==> src/rtl/dpa_alu_drv_pkg.sv <==
`default_nettype none
// ============================================================================
// Module   : dpa_alu_drv_pkg
// Purpose  : Shared state encodings, ALU field codes, control struct and
//            helpers for the masked DPA ALU driver.
// Revision : 1.0 - initial release
// ============================================================================
package dpa_alu_drv_pkg;

    localparam logic [2:0] ST_IDLE  = 3'd0;
    localparam logic [2:0] ST_MASK  = 3'd1;
    localparam logic [2:0] ST_ISSUE = 3'd2;
    localparam logic [2:0] ST_WAIT  = 3'd3;
    localparam logic [2:0] ST_RESP  = 3'd4;

    localparam logic [2:0] SHIFT_NONE = 3'b000;
    localparam logic [2:0] SHIFT_SRA1 = 3'b001;
    localparam logic [2:0] SHIFT_SLL1 = 3'b010;
    localparam logic [2:0] SHIFT_SRL1 = 3'b011;

    localparam logic [1:0] FUNC_ADD        = 2'b00;
    localparam logic [1:0] REG1_SEL_REG1   = 2'b00;
    localparam logic [1:0] REG1_SEL_CONST0 = 2'b10;

    typedef struct packed {
        logic       carry_in;
        logic [1:0] reg_1_sel;
        logic       invert_sel;
        logic [1:0] function_array_sel;
        logic [2:0] shift_sel;
    } alu_ctrl_t;

    // Right-shift Galois masks; the top bit is always set so the map is
    // invertible and a non-zero state can never reach zero.
    function automatic logic [63:0] lfsr_taps(input int unsigned width);
        case (width)
            8:       return 64'h0000_0000_0000_00B8;
            16:      return 64'h0000_0000_0000_B400;
            32:      return 64'h0000_0000_8020_0003;
            64:      return 64'hD800_0000_0000_0000;
            default: return (64'd1 << (width - 1)) | 64'd1;
        endcase
    endfunction

    // Random words per op: SHARES-1 for each operand plus r_1..r_3.
    function automatic int unsigned mask_words(input int unsigned shares);
        return 2 * (shares - 1) + 3;
    endfunction

endpackage
`default_nettype wire

==> src/rtl/dpa_mask_lfsr.sv <==
`default_nettype none
// ============================================================================
// Module   : dpa_mask_lfsr
// Purpose  : Free-running Galois LFSR producing one mask word per cycle.
// Revision : 1.0 - initial release
// ============================================================================
module dpa_mask_lfsr
    import dpa_alu_drv_pkg::*;
#(
    parameter int               WIDTH = 32,
    parameter logic [WIDTH-1:0] SEED  = {WIDTH{1'b1}}
) (
    input  logic             clock,
    input  logic             reset_n,
    output logic [WIDTH-1:0] word_o
);

    localparam logic [WIDTH-1:0] TAPS    = WIDTH'(lfsr_taps(WIDTH));
    localparam logic [WIDTH-1:0] SEED_NZ = (SEED == '0) ? WIDTH'(1) : SEED;

    logic [WIDTH-1:0] state_q;
    logic [WIDTH-1:0] state_d;

    always_comb begin
        state_d = {1'b0, state_q[WIDTH-1:1]} ^ (state_q[0] ? TAPS : '0);
    end

    always_ff @(posedge clock or negedge reset_n) begin
        if (!reset_n) begin
            state_q <= SEED_NZ;
        end else begin
            state_q <= state_d;
        end
    end

    assign word_o = state_q;

endmodule
`default_nettype wire

==> src/rtl/dpa_alu_driver.sv <==
`default_nettype none
// ============================================================================
// Module   : dpa_alu_driver
// Purpose  : Splits plain requests into Boolean shares, drives the masked ALU
//            handshake and returns the recombined result. Optional WAIT
//            timeout enabled by DPA_ALU_DRV_TIMEOUT_EN.
// Revision : 1.0 - initial release
// ============================================================================
module dpa_alu_driver
    import dpa_alu_drv_pkg::*;
#(
    parameter int               WIDTH          = 32,
    parameter int               SHARES         = 3,
    parameter logic [WIDTH-1:0] LFSR_SEED      = WIDTH'(32'hACE1_2468),
    parameter int               TIMEOUT_CYCLES = 64
) (
    input  logic                    clock,
    input  logic                    reset_n,
    input  logic                    req_valid,
    output logic                    req_ready,
    input  logic [WIDTH-1:0]        req_op_a,
    input  logic [WIDTH-1:0]        req_op_b,
    input  logic [WIDTH-1:0]        req_const_w,
    input  logic                    req_carry_in,
    input  logic [1:0]              req_reg_1_sel,
    input  logic                    req_invert_sel,
    input  logic [1:0]              req_function_array_sel,
    input  logic [2:0]              req_shift_sel,
    output logic                    rsp_valid,
    input  logic                    rsp_ready,
    output logic [WIDTH-1:0]        rsp_result,
    output logic                    rsp_carry_out,
    output logic                    rsp_error,
    output logic [SHARES*WIDTH-1:0] alu_reg_1,
    output logic [SHARES*WIDTH-1:0] alu_reg_2,
    output logic [WIDTH-1:0]        alu_const_w,
    output logic [WIDTH-1:0]        alu_const_0,
    output logic                    alu_carry_in,
    output logic [1:0]              alu_reg_1_sel,
    output logic                    alu_invert_sel,
    output logic [1:0]              alu_function_array_sel,
    output logic [2:0]              alu_shift_sel,
    output logic [WIDTH-1:0]        alu_r_1,
    output logic [WIDTH-1:0]        alu_r_2,
    output logic [WIDTH-1:0]        alu_r_3,
    output logic                    alu_enable,
    input  logic [SHARES*WIDTH-1:0] alu_out,
    input  logic [SHARES-1:0]       alu_carry_out,
    input  logic                    alu_ready
);

    localparam int unsigned M  = mask_words(SHARES);
    localparam int          CW = $clog2(M);

    if (SHARES < 2) begin : g_bad_shares
        $error("dpa_alu_driver: SHARES must be at least 2");
    end
    if (TIMEOUT_CYCLES < 1) begin : g_bad_timeout
        $error("dpa_alu_driver: TIMEOUT_CYCLES must be at least 1");
    end

    logic [WIDTH-1:0] lfsr_word;

    dpa_mask_lfsr #(
        .WIDTH (WIDTH),
        .SEED  (LFSR_SEED)
    ) u_lfsr (
        .clock   (clock),
        .reset_n (reset_n),
        .word_o  (lfsr_word)
    );

    logic [2:0]              state_q,     state_d;
    logic [CW-1:0]           cnt_q,       cnt_d;
    logic [WIDTH-1:0]        a_q,         a_d;
    logic [WIDTH-1:0]        b_q,         b_d;
    alu_ctrl_t               ctrl_q,      ctrl_d;
    logic [WIDTH-1:0]        const_w_q,   const_w_d;
    logic [SHARES*WIDTH-1:0] reg1_q,      reg1_d;
    logic [SHARES*WIDTH-1:0] reg2_q,      reg2_d;
    logic [WIDTH-1:0]        r1_q,        r1_d;
    logic [WIDTH-1:0]        r2_q,        r2_d;
    logic [WIDTH-1:0]        r3_q,        r3_d;
    logic                    enable_q,    enable_d;
    logic                    rsp_valid_q, rsp_valid_d;
    logic [WIDTH-1:0]        result_q,    result_d;
    logic                    carry_q,     carry_d;
    logic [WIDTH-1:0]        res_x;
`ifdef DPA_ALU_DRV_TIMEOUT_EN
    localparam int TW = $clog2(TIMEOUT_CYCLES + 1);
    logic [TW-1:0]           wait_cnt_q,  wait_cnt_d;
    logic                    error_q,     error_d;
`endif

    always_comb begin
        res_x = '0;
        for (int i = 0; i < SHARES; i++) begin
            res_x = res_x ^ alu_out[i*WIDTH +: WIDTH];
        end
    end

    always_comb begin
        state_d     = state_q;
        cnt_d       = cnt_q;
        a_d         = a_q;
        b_d         = b_q;
        ctrl_d      = ctrl_q;
        const_w_d   = const_w_q;
        reg1_d      = reg1_q;
        reg2_d      = reg2_q;
        r1_d        = r1_q;
        r2_d        = r2_q;
        r3_d        = r3_q;
        enable_d    = enable_q;
        rsp_valid_d = rsp_valid_q;
        result_d    = result_q;
        carry_d     = carry_q;
`ifdef DPA_ALU_DRV_TIMEOUT_EN
        wait_cnt_d  = wait_cnt_q;
        error_d     = error_q;
`endif
        case (state_q)
            ST_IDLE: begin
                if (req_valid) begin
                    a_d       = req_op_a;
                    b_d       = req_op_b;
                    const_w_d = req_const_w;
                    ctrl_d    = '{req_carry_in, req_reg_1_sel, req_invert_sel,
                                  req_function_array_sel, req_shift_sel};
                    reg1_d    = '0;
                    reg2_d    = '0;
                    cnt_d     = '0;
                    state_d   = ST_MASK;
                end
            end
            ST_MASK: begin
                // a_q/b_q fold in every random share so they end up as the last share.
                cnt_d = cnt_q + 1'b1;
                for (int i = 0; i < SHARES - 1; i++) begin
                    if (cnt_q == CW'(i)) begin
                        reg1_d[i*WIDTH +: WIDTH] = lfsr_word;
                        a_d                      = a_q ^ lfsr_word;
                    end
                    if (cnt_q == CW'(SHARES - 1 + i)) begin
                        reg2_d[i*WIDTH +: WIDTH] = lfsr_word;
                        b_d                      = b_q ^ lfsr_word;
                    end
                end
                if (cnt_q == CW'(M - 3)) r1_d = lfsr_word;
                if (cnt_q == CW'(M - 2)) r2_d = lfsr_word;
                if (cnt_q == CW'(M - 1)) begin
                    r3_d                                = lfsr_word;
                    reg1_d[(SHARES-1)*WIDTH +: WIDTH]   = a_q;
                    reg2_d[(SHARES-1)*WIDTH +: WIDTH]   = b_q;
                    a_d                                 = '0;
                    b_d                                 = '0;
                    cnt_d                               = '0;
                    state_d                             = ST_ISSUE;
                end
            end
            ST_ISSUE: begin
                enable_d = 1'b1;
                state_d  = ST_WAIT;
`ifdef DPA_ALU_DRV_TIMEOUT_EN
                wait_cnt_d = '0;
`endif
            end
            ST_WAIT: begin
                if (alu_ready) begin
                    result_d    = res_x;
                    carry_d     = ^alu_carry_out;
                    enable_d    = 1'b0;
                    r1_d        = '0;
                    r2_d        = '0;
                    r3_d        = '0;
                    rsp_valid_d = 1'b1;
                    state_d     = ST_RESP;
`ifdef DPA_ALU_DRV_TIMEOUT_EN
                end else if (wait_cnt_q == TW'(TIMEOUT_CYCLES - 1)) begin
                    result_d    = '0;
                    carry_d     = 1'b0;
                    error_d     = 1'b1;
                    enable_d    = 1'b0;
                    r1_d        = '0;
                    r2_d        = '0;
                    r3_d        = '0;
                    rsp_valid_d = 1'b1;
                    state_d     = ST_RESP;
                end else begin
                    wait_cnt_d = wait_cnt_q + 1'b1;
`endif
                end
            end
            ST_RESP: begin
                if (rsp_ready) begin
                    rsp_valid_d = 1'b0;
                    result_d    = '0;
                    carry_d     = 1'b0;
`ifdef DPA_ALU_DRV_TIMEOUT_EN
                    error_d     = 1'b0;
`endif
                    state_d     = ST_IDLE;
                end
            end
            default: state_d = ST_IDLE;
        endcase
    end

    always_ff @(posedge clock or negedge reset_n) begin
        if (!reset_n) begin
            state_q     <= ST_IDLE;
            cnt_q       <= '0;
            a_q         <= '0;
            b_q         <= '0;
            ctrl_q      <= '0;
            const_w_q   <= '0;
            reg1_q      <= '0;
            reg2_q      <= '0;
            r1_q        <= '0;
            r2_q        <= '0;
            r3_q        <= '0;
            enable_q    <= 1'b0;
            rsp_valid_q <= 1'b0;
            result_q    <= '0;
            carry_q     <= 1'b0;
`ifdef DPA_ALU_DRV_TIMEOUT_EN
            wait_cnt_q  <= '0;
            error_q     <= 1'b0;
`endif
        end else begin
            state_q     <= state_d;
            cnt_q       <= cnt_d;
            a_q         <= a_d;
            b_q         <= b_d;
            ctrl_q      <= ctrl_d;
            const_w_q   <= const_w_d;
            reg1_q      <= reg1_d;
            reg2_q      <= reg2_d;
            r1_q        <= r1_d;
            r2_q        <= r2_d;
            r3_q        <= r3_d;
            enable_q    <= enable_d;
            rsp_valid_q <= rsp_valid_d;
            result_q    <= result_d;
            carry_q     <= carry_d;
`ifdef DPA_ALU_DRV_TIMEOUT_EN
            wait_cnt_q  <= wait_cnt_d;
            error_q     <= error_d;
`endif
        end
    end

    assign req_ready              = (state_q == ST_IDLE);
    assign rsp_valid              = rsp_valid_q;
    assign rsp_result             = result_q;
    assign rsp_carry_out          = carry_q;
`ifdef DPA_ALU_DRV_TIMEOUT_EN
    assign rsp_error              = error_q;
`else
    assign rsp_error              = 1'b0;
`endif
    assign alu_reg_1              = reg1_q;
    assign alu_reg_2              = reg2_q;
    assign alu_const_w            = const_w_q;
    assign alu_const_0            = '0;
    assign alu_carry_in           = ctrl_q.carry_in;
    assign alu_reg_1_sel          = ctrl_q.reg_1_sel;
    assign alu_invert_sel         = ctrl_q.invert_sel;
    assign alu_function_array_sel = ctrl_q.function_array_sel;
    assign alu_shift_sel          = ctrl_q.shift_sel;
    assign alu_r_1                = r1_q;
    assign alu_r_2                = r2_q;
    assign alu_r_3                = r3_q;
    assign alu_enable             = enable_q;

endmodule
`default_nettype wire

==> config.mk <==
export PLATFORM = sky130hd
export DESIGN_NAME = dpa_alu_driver
export DESIGN_NICKNAME = d
export VERILOG_FILES = /design/src/rtl/dpa_alu_drv_pkg.sv /design/src/rtl/dpa_mask_lfsr.sv /design/src/rtl/dpa_alu_driver.sv
export SDC_FILE = /design/constraint.sdc
export NUM_CORES = 1
export LEC_CHECK = 0
export BUFFER_PORTS_ARGS = -buffer_cell sky130_fd_sc_hd__buf_2
export CORE_AREA = 2 2 235 237
export DETAILED_ROUTE_END_ITERATION = 6
export DIE_AREA = 0 0 237 239
export PLACE_DENSITY_LB_ADDON = 0.1
export SLEW_MARGIN = 10
export SYNTH_ARGS = -nofsm -noshare
export SYNTH_HDL_FRONTEND = slang
export SYNTH_HIERARCHICAL = 1
export SYNTH_SLANG_ARGS = --single-unit
==> constraint.sdc <==
create_clock -name clock -period 2.2 [get_ports clock]
set_clock_uncertainty 0.05 [all_clocks]
set_input_delay 0.44 -clock clock [delete_from_list [all_inputs] [get_ports clock]]
set_output_delay 0.44 -clock clock [all_outputs]
set_load 0.01 [all_outputs]
==> metrics.md, run 1 <==
| Metric | Value |
|---|---|
| Outcome | `completed` |
| Worst-Margin Slew | `between 600 and 700 ps` |
| Worst Setup End Kind | `flip-flop` |
| H-Tree Depth | `2` |
| Io pins | `approximately 600` |
| # DRC | `0` |
| Synth Instances | `about 1500` |
| Cell Rows | `86` |
| Vias per cell | `just under 5` |
| DP Worst Slack | `181.6 ps` |
| DP HPWL | `approximately 45000 um` |
| Hold EP | `alu_shift_sel[1]$_DFFE_PN0P_` |
| Critical path's top delay family | `simple AND/OR/NAND/NOR gates` |
| Nets | `2339` |
| Distinct cells, synth | `42` |
| Dpl cell area | `around 23000 um2` |
| Global placement routability congestion | `between 0.8 and 0.9` |
| Syn avg cell area | `approximately 12 um2` |
| Post-CTS Setup Bufs | `0` |
| First-pass GRT wire length | `just over 90000 um` |
| Layout cells sized above 1 | `0.4058` |
| Setup TNS | `0 ps` |
| Post-route clock period utilization | `0.9317` |
| Worst-skew pair later-pin latency | `about 600 ps` |
| Yosys warnings | `6` |
| Initial antenna violation count | `11` |
| Routed wire length | `63040 um` |
| WL/cell | `21.93 um` |
| Max stage delay on crit path | `roughly 440 ps` |
| Num CTS Buffers | `slightly above 50` |
| Total GRT Usage | `0.2180` |
| Sequential share of the synthesized area | `0.6118` |
| DR iter-0 viols | `~700` |
| Setup-failing EPs final | `0` |
| Sequence of cells on the critical path | `buf_4 -> or3b_4 -> buf_4 -> nor3_1 -> o21ai_0 -> o21ai_0` |
| Die width | `between 200 and 250 um` |
| Combinational Power Share | `0.357` |
| Flop2flop setup slack | `150 ps` |
| Hold Slack | `32.69 ps` |
| Commonest non-fill, non-tap cell in the layout | `buf_2` |
| Crit path max fanout | `between 40 and 50` |
| Commonest non-fill, non-tap cells in the layout | `572 x buf_2, 453 x dfrtp_1, 230 x o21ai_0, 138 x nand2_1, 133 x mux2_2` |
| Max-cap violation count | `0` |
| CTS tree | `built` |
| Routed Antenna Nets | `0` |
| Maximum number of pins on one net before global-route repair | `a little under 80` |
| Core area | `around 54000 um2` |
| Vias in the first global route | `between 10000 and 15000` |
| Final Cell Area | `around 25000 um2` |
| Die height | `around 240 um` |
| CP max-delay cell | `or3b_4` |
| Final worst path period need | `between 2000 and 2500 ps` |
| Area Growth Syn to Fin | `31.25%` |
| Rel. slew slack | `0.5992` |
| GRT overflow | `0` |
| Leakage | `between 10 and 15 nW` |
| RR Endpoint | `b_q[8]$_DFFE_PN0P_` |
| Starting Density | `0.3513` |
| Buffers & Inverters on Critical Path | `2` |
| Share of total power in sequential cells | `0.356` |
| Vias | `around 14000` |
| Port Buf Inserts | `573` |
| R2R Path Start | `state_q[2]$_DFFE_PN0P_` |
| Bufs on Longest Clock Path | `3` |
| Worst setup path class | `reg2reg` |
| Register bit total from synthesis | `466` |
| Switching Power | `between 10 and 15 mW` |
| Switching share of power | `0.3602` |
| Drt pass-1 iters | `5` |
| Hold depth | `2` |
| Sink Count | `roughly 470` |
| Power density cells | `1275 nW/um2` |
| RSZ-0062 raised after global routing | `false` |
| Final WS setup | `150.4 ps` |
| Fraction of registers with async set/reset | `1.000` |
| Hold Crit Start | `req_shift_sel[1]` |
| Int Power | `approximately 20 mW` |
| IR Drop Worst-Case VDD | `between 0.0008 and 0.0009 V` |
| Worst setup SP type | `flip-flop` |
| Pins Over Slew Limit | `0` |
| Clk slew on worst S/H paths | `approximately 60 ps` |
| Post-Syn Area | `roughly 19000 um2` |
| Layout fillers | `~5100` |
| Worst Hold Class | `in2reg` |
| R2R depth | `6` |
| Fin util | `0.4610` |
| Power share of the clock group | `0.287` |
| Final Hold Fails | `0` |
| CP Data Arrival Time | `about 2500 ps` |
| Peak Freq | `between 0.4 and 0.5 GHz` |
| Area of the die | `~57000 um2` |
| Worst EP required | `between 2000 and 3000 ps` |
| EDFF count, synth | `0` |
| CTS root buf | `clkbuf_16` |
| Ys flop type | `dfrtp_1` |
## final cells by class
class	instances	area [um2]	share of cell area
well taps	704	880.8	0.03516
clock buffers	72	1476	0.05893
clock inverters	18	307.8	0.01229
inverters	3	11.26	0.0004495
flip-flops and latches	466	11680	0.4661
repair buffers	665	4001	0.1597
diodes	5	12.51	0.0004994
multi-input cells	942	6685	0.2668
## metrics by stage
stage               std cells  power, mW
global route             2874      33.69
global placement         2747      22.83
finish                   2875      31.94
detailed placement       2747      23.03
floorplan                1574      17.88
CTS                      2870      32.33
## worst max-delay path by stage
stage / slack, ps / depth (start not counted) / end / from
floorplan: 240 / 7 / alu_reg_2[33]$_DFFE_PN0P_ / cnt_q[0]$_DFFE_PN0P_
global placement: 150 / 4 / alu_const_w[16]$_DFFE_PN0P_ / state_q[1]$_DFFE_PN0P_
detailed placement: 180 / 5 / alu_reg_1[42]$_DFFE_PN0P_ / state_q[0]$_DFFE_PN0P_
CTS: 50 / 2 / req_ready / state_q[0]$_DFFE_PN0P_
global route: 50 / 5 / alu_reg_1[39]$_DFFE_PN0P_ / state_q[0]$_DFFE_PN0P_
finish: 150 / 6 / b_q[8]$_DFFE_PN0P_ / state_q[2]$_DFFE_PN0P_
## state kept, by name, indices dropped and copies added (netlist names), 32 cells and up
| register | count |
|---|---|
| alu_const_w | 32 |
| alu_r_3 | 32 |
| alu_reg_1 | 96 |
| alu_r_2 | 32 |
| a_q | 32 |
| u_lfsr/word_o | 32 |
| alu_r_1 | 32 |
| alu_reg_2 | 96 |
| rsp_result | 32 |
| b_q | 32 |
## power by group through the flow
stage | logic, mW | registers (mW) | clock network, mW
4_1_cts | 11.6 | 11.4 | 9.36
2_1_floorplan | 6.07 | 11.8 | 0
5_1_grt | 12.4 | 11.6 | 9.74
3_3_place_gp | 11.4 | 11.5 | 0
6_report | 11.4 | 11.4 | 9.16
3_5_place_dp | 11.5 | 11.5 | 0
## cell usage after synthesis, drive strengths merged (2+ instances only)
master | number | share of area
xnor2 | 66 | 0.030
dfstp | 13 | 0.018
a2bb2oi | 64 | 0.029
o211ai | 3 | 0.0017
a31oi | 3 | 0.0013
nand3 | 33 | 0.0087
a21oi | 3 | 0.0012
dfrtp | 453 | 0.59
o21ai | 232 | 0.061
xor2 | 3 | 0.0014
mux2 | 170 | 0.10
nand2b | 3 | 0.00098
inv | 3 | 0.00059
o311ai | 2 | 0.0022
a22o | 97 | 0.045
nor3b | 2 | 0.00079
nand2 | 140 | 0.028
clkbuf | 49 | 0.0096
and2 | 34 | 0.011
nor2 | 7 | 0.0018
buf | 114 | 0.039
nor3 | 36 | 0.0094
and3b | 2 | 0.00092
## cell families after synthesis
kind of cell             count (synthesis)  synth area share
multiplexers                           170            0.1003
AND/OR/NAND/NOR                        263           0.06443
buffers and inverters                  166           0.04916
other                                    1         0.0001965
XOR/XNOR                                69           0.03166
flip-flops                             466            0.6118
adder cells (fa/ha/maj)                  1         0.0006554
AO/OA/AOI/OAI                          406            0.1418
## what timing repair did
action	in CTS	in global routing
gates resized for setup	0	1
endpoints found under the setup margin	0	1
hold endpoints to repair	78	0
hold buffers	33	0
## routing by layer
layer | track usage | routed length, um | up-vias
met5 | 0 | 69 | -
met4 | 0.06483 | 1595 | 10
met3 | 0.05531 | 4162 | 99
met2 | 0.3723 | 30970 | 505
met1 | 0.2729 | 26240 | 7121
li1 | - | - | 6553
(Power assumes the default switching activity.)
==> run 2, diff against run 1 <==
- CORE_AREA: 2 2 235 237 -> default
- CORE_UTILIZATION: default -> 30
- DIE_AREA: 0 0 237 239 -> default
==> metrics.md, run 2 (synthesized netlist as in run 1, its figures left out) <==
| Metric | Value |
|---|---|
| Outcome | `completed (unchanged)` |
| Hold Crit Start | `req_const_w[8] (was req_shift_sel[1])` |
| Die height | `254.2 um (was 239 um)` |
| Final Hold Fails | `0 (unchanged)` |
| Sink Count | `466 (unchanged)` |
| Global placement routability congestion | `0.7895 (was 0.8123)` |
| Total GRT Usage | `0.1987 (was 0.2180)` |
| Hold depth | `2 (unchanged)` |
| Vias | `14300 (was 14290)` |
| Leakage | `12.86 nW (was 12.89 nW)` |
| Setup TNS | `0 ps (unchanged)` |
| # DRC | `0 (unchanged)` |
| Hold Slack | `31.75 ps (was 32.69 ps)` |
| CTS tree | `built (unchanged)` |
| Post-route clock period utilization | `0.9760 (was 0.9317)` |
| H-Tree Depth | `2 (unchanged)` |
| Bufs on Longest Clock Path | `3 (unchanged)` |
| Cell Rows | `92 (was 86)` |
| Nets | `2343 (was 2339)` |
| First-pass GRT wire length | `95420 um (was 92960 um)` |
| Area Growth Syn to Fin | `31.95% (was 31.25%)` |
| Worst-Margin Slew | `633.3 ps (was 601.1 ps)` |
| Port Buf Inserts | `573 (unchanged)` |
| Power density cells | `1260 nW/um2 (was 1275 nW/um2)` |
| Hold EP | `alu_const_w[8]$_DFFE_PN0P_ (was alu_shift_sel[1]$_DFFE_PN0P_)` |
| WL/cell | `21.64 um (was 21.93 um)` |
| IR Drop Worst-Case VDD | `0.001374 V (was 0.0008218 V)` |
| Clk slew on worst S/H paths | `60 ps (about the same)` |
| DR iter-0 viols | `731 (was 697)` |
| Die width | `254.2 um (was 237 um)` |
| Rel. slew slack | `0.5778 (was 0.5992)` |
| DP HPWL | `46470 um (was 44940 um)` |
| Setup-failing EPs final | `0 (unchanged)` |
| Commonest non-fill, non-tap cell in the layout | `buf_2 (unchanged)` |
| Routed wire length | `65400 um (was 63040 um)` |
| Final Power | `31.75 mW (was 31.94 mW)` |
| Worst Setup End Kind | `output port (was flip-flop)` |
| Max-cap violation count | `0 (unchanged)` |
| CP Data Arrival Time | `1660 ps (was 2500 ps)` |
| Core area | `62970 um2 (was 54340 um2)` |
| RR Endpoint | `alu_reg_1[45]$_DFFE_PN0P_ (was b_q[8]$_DFFE_PN0P_)` |
| R2R depth | `6 (unchanged)` |
| Num CTS Buffers | `53 (was 51)` |
| Drt pass-1 iters | `5 (unchanged)` |
| Crit path max fanout | `9 (was 42)` |
| Worst setup path class | `reg2out (was reg2reg)` |
| CTS root buf | `clkbuf_16 (unchanged)` |
| Initial antenna violation count | `7 (was 11)` |
| Fin util | `0.4000 (was 0.4610)` |
| Worst setup SP type | `flip-flop (unchanged)` |
| Vias per cell | `4.733 (was 4.970)` |
| GRT overflow | `0 (unchanged)` |
| Flop2flop setup slack | `120 ps (was 150 ps)` |
| Layout cells sized above 1 | `0.4065 (was 0.4058)` |
| Commonest non-fill, non-tap cells in the layout | `572 x buf_2, 452 x dfrtp_1, 230 x o21ai_0, 138 x nand2_1, 133 x mux2_2 (was 572 x buf_2, 453 x dfrtp_1, 230 x o21ai_0, 138 x nand2_1, 133 x mux2_2)` |
| Worst-skew pair later-pin latency | `610 ps (was 600 ps)` |
| RSZ-0062 raised after global routing | `false (unchanged)` |
| Starting Density | `0.3032 (was 0.3513)` |
| Area of the die | `64640 um2 (was 56640 um2)` |
| R2R Path Start | `state_q[0]$_DFFE_PN0P_ (was state_q[2]$_DFFE_PN0P_)` |
| Worst Hold Class | `in2reg (unchanged)` |
| Vias in the first global route | `14700 (was 14540)` |
| Worst EP required | `1710 ps (was 2650 ps)` |
| Peak Freq | `0.4657 GHz (was 0.4879 GHz)` |
| Routed Antenna Nets | `0 (unchanged)` |
| Final worst path period need | `2147 ps (was 2050 ps)` |
| Pins Over Slew Limit | `0 (unchanged)` |
| Io pins | `607 (unchanged)` |
| Maximum number of pins on one net before global-route repair | `70 (was 78)` |
-- run 2: cell count changes in the layout (fill, tap and decap cells not counted), sizes merged --
cell	delta
clkinv	-3
diode	-1
buf	+1
a31oi	+1
inv	+4
clkbuf	+9
bufinv	-6
-- run 2: worst max-delay path, stage by stage, from the launching register on --
cell	delay, ps
dfrtp_1	500
nor3_4	300
buf_4	150
buf_2	110
-- run 2: power by group --
part	internal, mW	switching (mW)	leakage, nW
combinational	4.51	6.95	5.78
sequential	10.3	1.16	6.23
clock	5.18	3.64	0.852
-- run 2: worst max-delay path by stage --
stage                           startpoint                          end  slack [ps]  cells past startpoint
CTS                 state_q[2]$_DFFE_PN0P_                    req_ready          30                      3
floorplan             cnt_q[0]$_DFFE_PN0P_    alu_reg_2[33]$_DFFE_PN0P_         240                      7
finish              state_q[0]$_DFFE_PN0P_                    req_ready          50                      3
detailed placement  state_q[1]$_DFFE_PN0P_  alu_const_w[21]$_DFFE_PN0P_           3                      4
global route        state_q[0]$_DFFE_PN0P_                    req_ready           3                      3
global placement    state_q[2]$_DFFE_PN0P_  alu_const_w[21]$_DFFE_PN0P_           4                      4
-- run 2: per-stage QoR --
step | cell area [um2] | cells | setup slack (ps)
after floorplan | 19210 | 1574 | 239.7
after global placement | 23070 | 2889 | 4.446
after detailed placement | 23070 | 2889 | 3.482
after CTS | 25140 | 3016 | 32.10
after global routing | 25190 | 3021 | 2.507
final | 25190 | 3022 | 52.84
-- run 2: repair_timing --
item                       4_1_cts  5_1_grt
setup endpoints to repair       10       71
pin swaps                        0        1
setup buffers                    0        1
cloned                           0        1
resized for setup                2        3
hold endpoints to repair        58        0
hold buffers                    33        0
-- run 2: final cells by class --
class / instances / area [um2]
antenna: 4 / 10.01
clock buffer: 81 / 1582
clock inverter: 13 / 151.4
fill: 6169 / 37780
inverter: 3 / 11.26
multi-input combinational: 943 / 6721
sequential: 466 / 11680
tap: 846 / 1059
timing repair buffer: 666 / 3975
-- run 2: per-layer routing --
layer / wire, um / up-vias / share of wire / global-route usage
li1: - / 6586 / - / -
met1: 27270 / 7153 / 0.42 / 0.2482
met2: 32230 / 463 / 0.49 / 0.3349
met3: 3817 / 94 / 0.058 / 0.04491
met4: 2044 / 6 / 0.031 / 0.07298
met5: 34 / - / 0.00052 / 0
==> run 3, diff against run 2 <==
- ABC_AREA: default -> 1
- ABC_CLOCK_PERIOD_IN_PS: default -> 2200
==> metrics.md, run 3 <==
| Metric | Value |
|---|---|
| CTS root buf | `clkbuf_16 (unchanged)` |
| Post-Syn Area | `21240 um2 (was 19090 um2)` |
| Flip-flop and latch area | `11680 um2 (unchanged)` |
| Met1 Use GR | `0.2595 (was 0.2482)` |
| IR Drop Worst-Case VDD | `0.0008933 V (was 0.001374 V)` |
| CP max-delay cell | `dfrtp_1 (unchanged)` |
| Bufs on Longest Clock Path | `3 (unchanged)` |
| Routed wire length | `76110 um (was 65400 um)` |
| Setup-failing EPs final | `0 (unchanged)` |
| Ys flop type | `dfrtp_1 (unchanged)` |
| Core area | `70030 um2 (was 62970 um2)` |
| Clk slew on worst S/H paths | `50 ps (was 60 ps)` |
| Global placement routability congestion | `0.8081 (was 0.7895)` |
| M2 GR Usage | `0.3449 (was 0.3349)` |
| Switching share of power | `0.4074 (was 0.3701)` |
| Outcome | `finished, violations left (was completed)` |
| Worst-skew pair later-pin latency | `600 ps (was 610 ps)` |
| Yosys top cell area share | `0.5337 (was 0.5939)` |
| Buffers & Inverters on Critical Path | `2 (unchanged)` |
| Max stage delay on crit path | `430 ps (was 500 ps)` |
| Final Hold Fails | `0 (unchanged)` |
| Final Cell Area | `27300 um2 (was 25190 um2)` |
| Die width | `268.1 um (was 254.2 um)` |
| Vias in the first global route | `18670 (was 14700)` |
| Worst EP required | `1710 ps (about the same)` |
| Switching Power | `13.48 mW (was 11.75 mW)` |
| # diodes | `0 (was 4)` |
| CP Data Arrival Time | `1620 ps (was 1660 ps)` |
| Vias | `19050 (was 14300)` |
| # DRC | `1 (was 0)` |
| Fraction of registers with async set/reset | `1.000 (unchanged)` |
| Combinational Power Share | `0.374 (was 0.361)` |
| Area of the die | `71870 um2 (was 64640 um2)` |
| Power share of the clock group | `0.283 (was 0.278)` |
| Rel. slew slack | `0.3908 (was 0.5778)` |
| Sink Count | `466 (unchanged)` |
| Sequence of cells on the critical path | `nor2_4 -> nand2_1 -> inv_2 -> buf_6 (was nor3_4 -> buf_4 -> buf_2)` |
| Io pins | `607 (unchanged)` |
| DR iter-0 viols | `1267 (was 731)` |
| Crit path max fanout | `4 (was 9)` |
| Ranking of synthesized cells by area | `dfrtp_1 53%, nand2_1 21%, nand3_1 6.4%, inv_1 3.1%, buf_4 2.5% (was dfrtp_1 59%, mux2_2 7.8%, o21ai_0 6.0%, a22o_1 4.5%, xnor2_1 3.0%)` |
| Worst setup path class | `reg2out (unchanged)` |
| CTS tree | `built (unchanged)` |
| Area Growth Syn to Fin | `28.54% (was 31.95%)` |
| Global-route layer with the greatest usage | `met2 (unchanged)` |
| Met3 Use GR | `0.05077 (was 0.04491)` |
| DP HPWL | `54650 um (was 46470 um)` |
| Drt pass-1 iters | `7 (was 5)` |
| Worst setup SP type | `flip-flop (unchanged)` |
| Worst Setup End Kind | `output port (unchanged)` |
| Area of the multi-input gates | `7899 um2 (was 6721 um2)` |
| Worst Hold Class | `in2reg (unchanged)` |
| Yosys warnings | `6 (unchanged)` |
| Register bit total from synthesis | `466 (unchanged)` |
| Critical path's top delay family | `flip-flops (unchanged)` |
| Sequential share of the synthesized area | `0.5497 (was 0.6118)` |
| First-pass GRT wire length | `113300 um (was 95420 um)` |
| Starting Density | `0.3033 (was 0.3032)` |
| Initial antenna violation count | `1 (was 7)` |
| Commonest non-fill, non-tap cell in the layout | `nand2_1 (was buf_2)` |
| Leakage | `15.93 nW (was 12.86 nW)` |
| Port Buf Inserts | `573 (unchanged)` |
| H-Tree Depth | `2 (unchanged)` |
| Dpl cell area | `25110 um2 (was 23070 um2)` |
| EDFF count, synth | `0 (unchanged)` |
| Synth Instances | `2665 (was 1542)` |
| Total GRT Usage | `0.2063 (was 0.1987)` |
| Vias per cell | `4.509 (was 4.733)` |
| Top post-synthesis cells by count | `1186 x nand2_1, 453 x dfrtp_1, 271 x nand3_1, 176 x inv_1, 140 x nor2_1 (was 453 x dfrtp_1, 230 x o21ai_0, 140 x nand2_1, 133 x mux2_2, 97 x a22o_1)` |
| Layout cells sized above 1 | `0.2360 (was 0.4065)` |
| Pins Over Slew Limit | `0 (unchanged)` |
| RSZ-0062 raised after global routing | `true (was false)` |
| Layout fillers | `7365 (was 6169)` |
| Power density cells | `1212 nW/um2 (was 1260 nW/um2)` |
| WL/cell | `18.02 um (was 21.64 um)` |
| Distinct cells, synth | `25 (was 42)` |
| Share of total power in sequential cells | `0.343 (was 0.361)` |
| Max-cap violation count | `0 (unchanged)` |
| # placed instances | `4087 (was 2889)` |
| Num CTS Buffers | `56 (was 53)` |
| Maximum number of pins on one net before global-route repair | `91 (was 70)` |
| Post-route clock period utilization | `0.9573 (was 0.9760)` |
| Worst-Margin Slew | `911.6 ps (was 633.3 ps)` |
| GRT overflow | `0 (unchanged)` |
| Cell Rows | `97 (was 92)` |
| Final worst path period need | `2106 ps (was 2147 ps)` |
| Final std cells w/o fill | `4224 (was 3022)` |
| Nets | `3450 (was 2343)` |
| Commonest non-fill, non-tap cells in the layout | `1183 x nand2_1, 571 x buf_2, 452 x dfrtp_1, 270 x nand3_1, 176 x inv_1 (was 572 x buf_2, 452 x dfrtp_1, 230 x o21ai_0, 138 x nand2_1, 133 x mux2_2)` |
| Int Power | `19.62 mW (was 20.00 mW)` |
| Failing checks | `design-rule violations` |
| Routed Antenna Nets | `0 (unchanged)` |
| Most frequent cell after synthesis | `nand2_1 (was dfrtp_1)` |
| Die height | `268.1 um (was 254.2 um)` |
| Largest area contributor in the netlist | `dfrtp_1 (unchanged)` |
| Syn avg cell area | `7.971 um2 (was 12.38 um2)` |
| Peak Freq | `0.4748 GHz (was 0.4657 GHz)` |
[run 3: tightest hold or removal path, cell delays in order]
cell	delay, ps
buf_2	70
nand3_1	60
nand2_1	70
[run 3: layer usage]
metal | wire length (um) | part of all wire
met5 | 17 | 0.00022
met4 | 2397 | 0.031
met3 | 4664 | 0.061
met2 | 37140 | 0.49
met1 | 31880 | 0.42
[run 3: logic make-up after synthesis]
family                   synth area share
flip-flops                         0.5497
AO/OA/AOI/OAI                     0.03251
XOR/XNOR                          0.02680
AND/OR/NAND/NOR                    0.3029
buffers and inverters             0.08730
adder cells (fa/ha/maj)         0.0005889
other                           0.0001765
[run 3: power groups by stage]
stage,combinational (mW),sequential (mW),clock (mW)
6_report,12.4,11.3,9.37
5_1_grt,13.9,11.5,9.98
4_1_cts,12.6,11.3,9.64
3_5_place_dp,12.5,11.5,0
3_3_place_gp,12.3,11.4,0
2_1_floorplan,7.50,11.7,0
[run 3: timing repair]
action / CTS / global route
pin swaps: 0 / 0
hold buffers: 34 / 0
gates resized for setup: 0 / 3
setup endpoints to repair: 1 / 5
setup buffers: 1 / 0
endpoints found under the hold margin: 86 / 0
[run 3: layout make-up]
| cell class | count | share of cell area |
|---|---|---|
| timing repair buffer | 690 | 0.1478 |
| sequential | 466 | 0.4277 |
| multi-input combinational | 1845 | 0.2893 |
| clock inverter | 13 | 0.006140 |
| tap | 940 | 0.04307 |
| inverter | 181 | 0.02497 |
| clock buffer | 89 | 0.06104 |
[run 3: through the flow]
step | worst slack [ps] | util | power (mW) | hold WS [ps] | TNS, ps
5_1_grt | -18.83 | 0.3899 | 35.40 | 23.91 | -31.50
3_3_place_gp | 211.5 | 0.3586 | 23.74 | 304.2 | 0
3_5_place_dp | 170.7 | 0.3586 | 23.93 | 302.5 | 0
2_1_floorplan | 512.0 | - | 19.20 | 94.41 | 0
4_1_cts | 11.07 | 0.3898 | 33.56 | 2.286 | 0
6_report | 94.02 | 0.3899 | 33.10 | 42.39 | 0
[run 3: final timing paths]
path                                             start                     endpoint  slack (ps)  depth (start not counted)
setup / recovery                state_q[2]$_DFFE_PN0P_                    req_ready          90                          4
hold / removal                         req_const_w[31]  alu_const_w[31]$_DFFE_PN0P_          40                          3
setup reg to reg                state_q[0]$_DFFE_PN0P_       alu_r_3[2]$_DFFE_PN0P_         200                          8
hold reg to reg            u_lfsr/word_o[23]$_DFF_PN1_  u_lfsr/word_o[22]$_DFF_PN1_         360                          0
max in group asynchronous                      reset_n    alu_reg_2[20]$_DFFE_PN0P_        1010                          3
min in group asynchronous                      reset_n    alu_reg_1[94]$_DFFE_PN0P_         260                          2
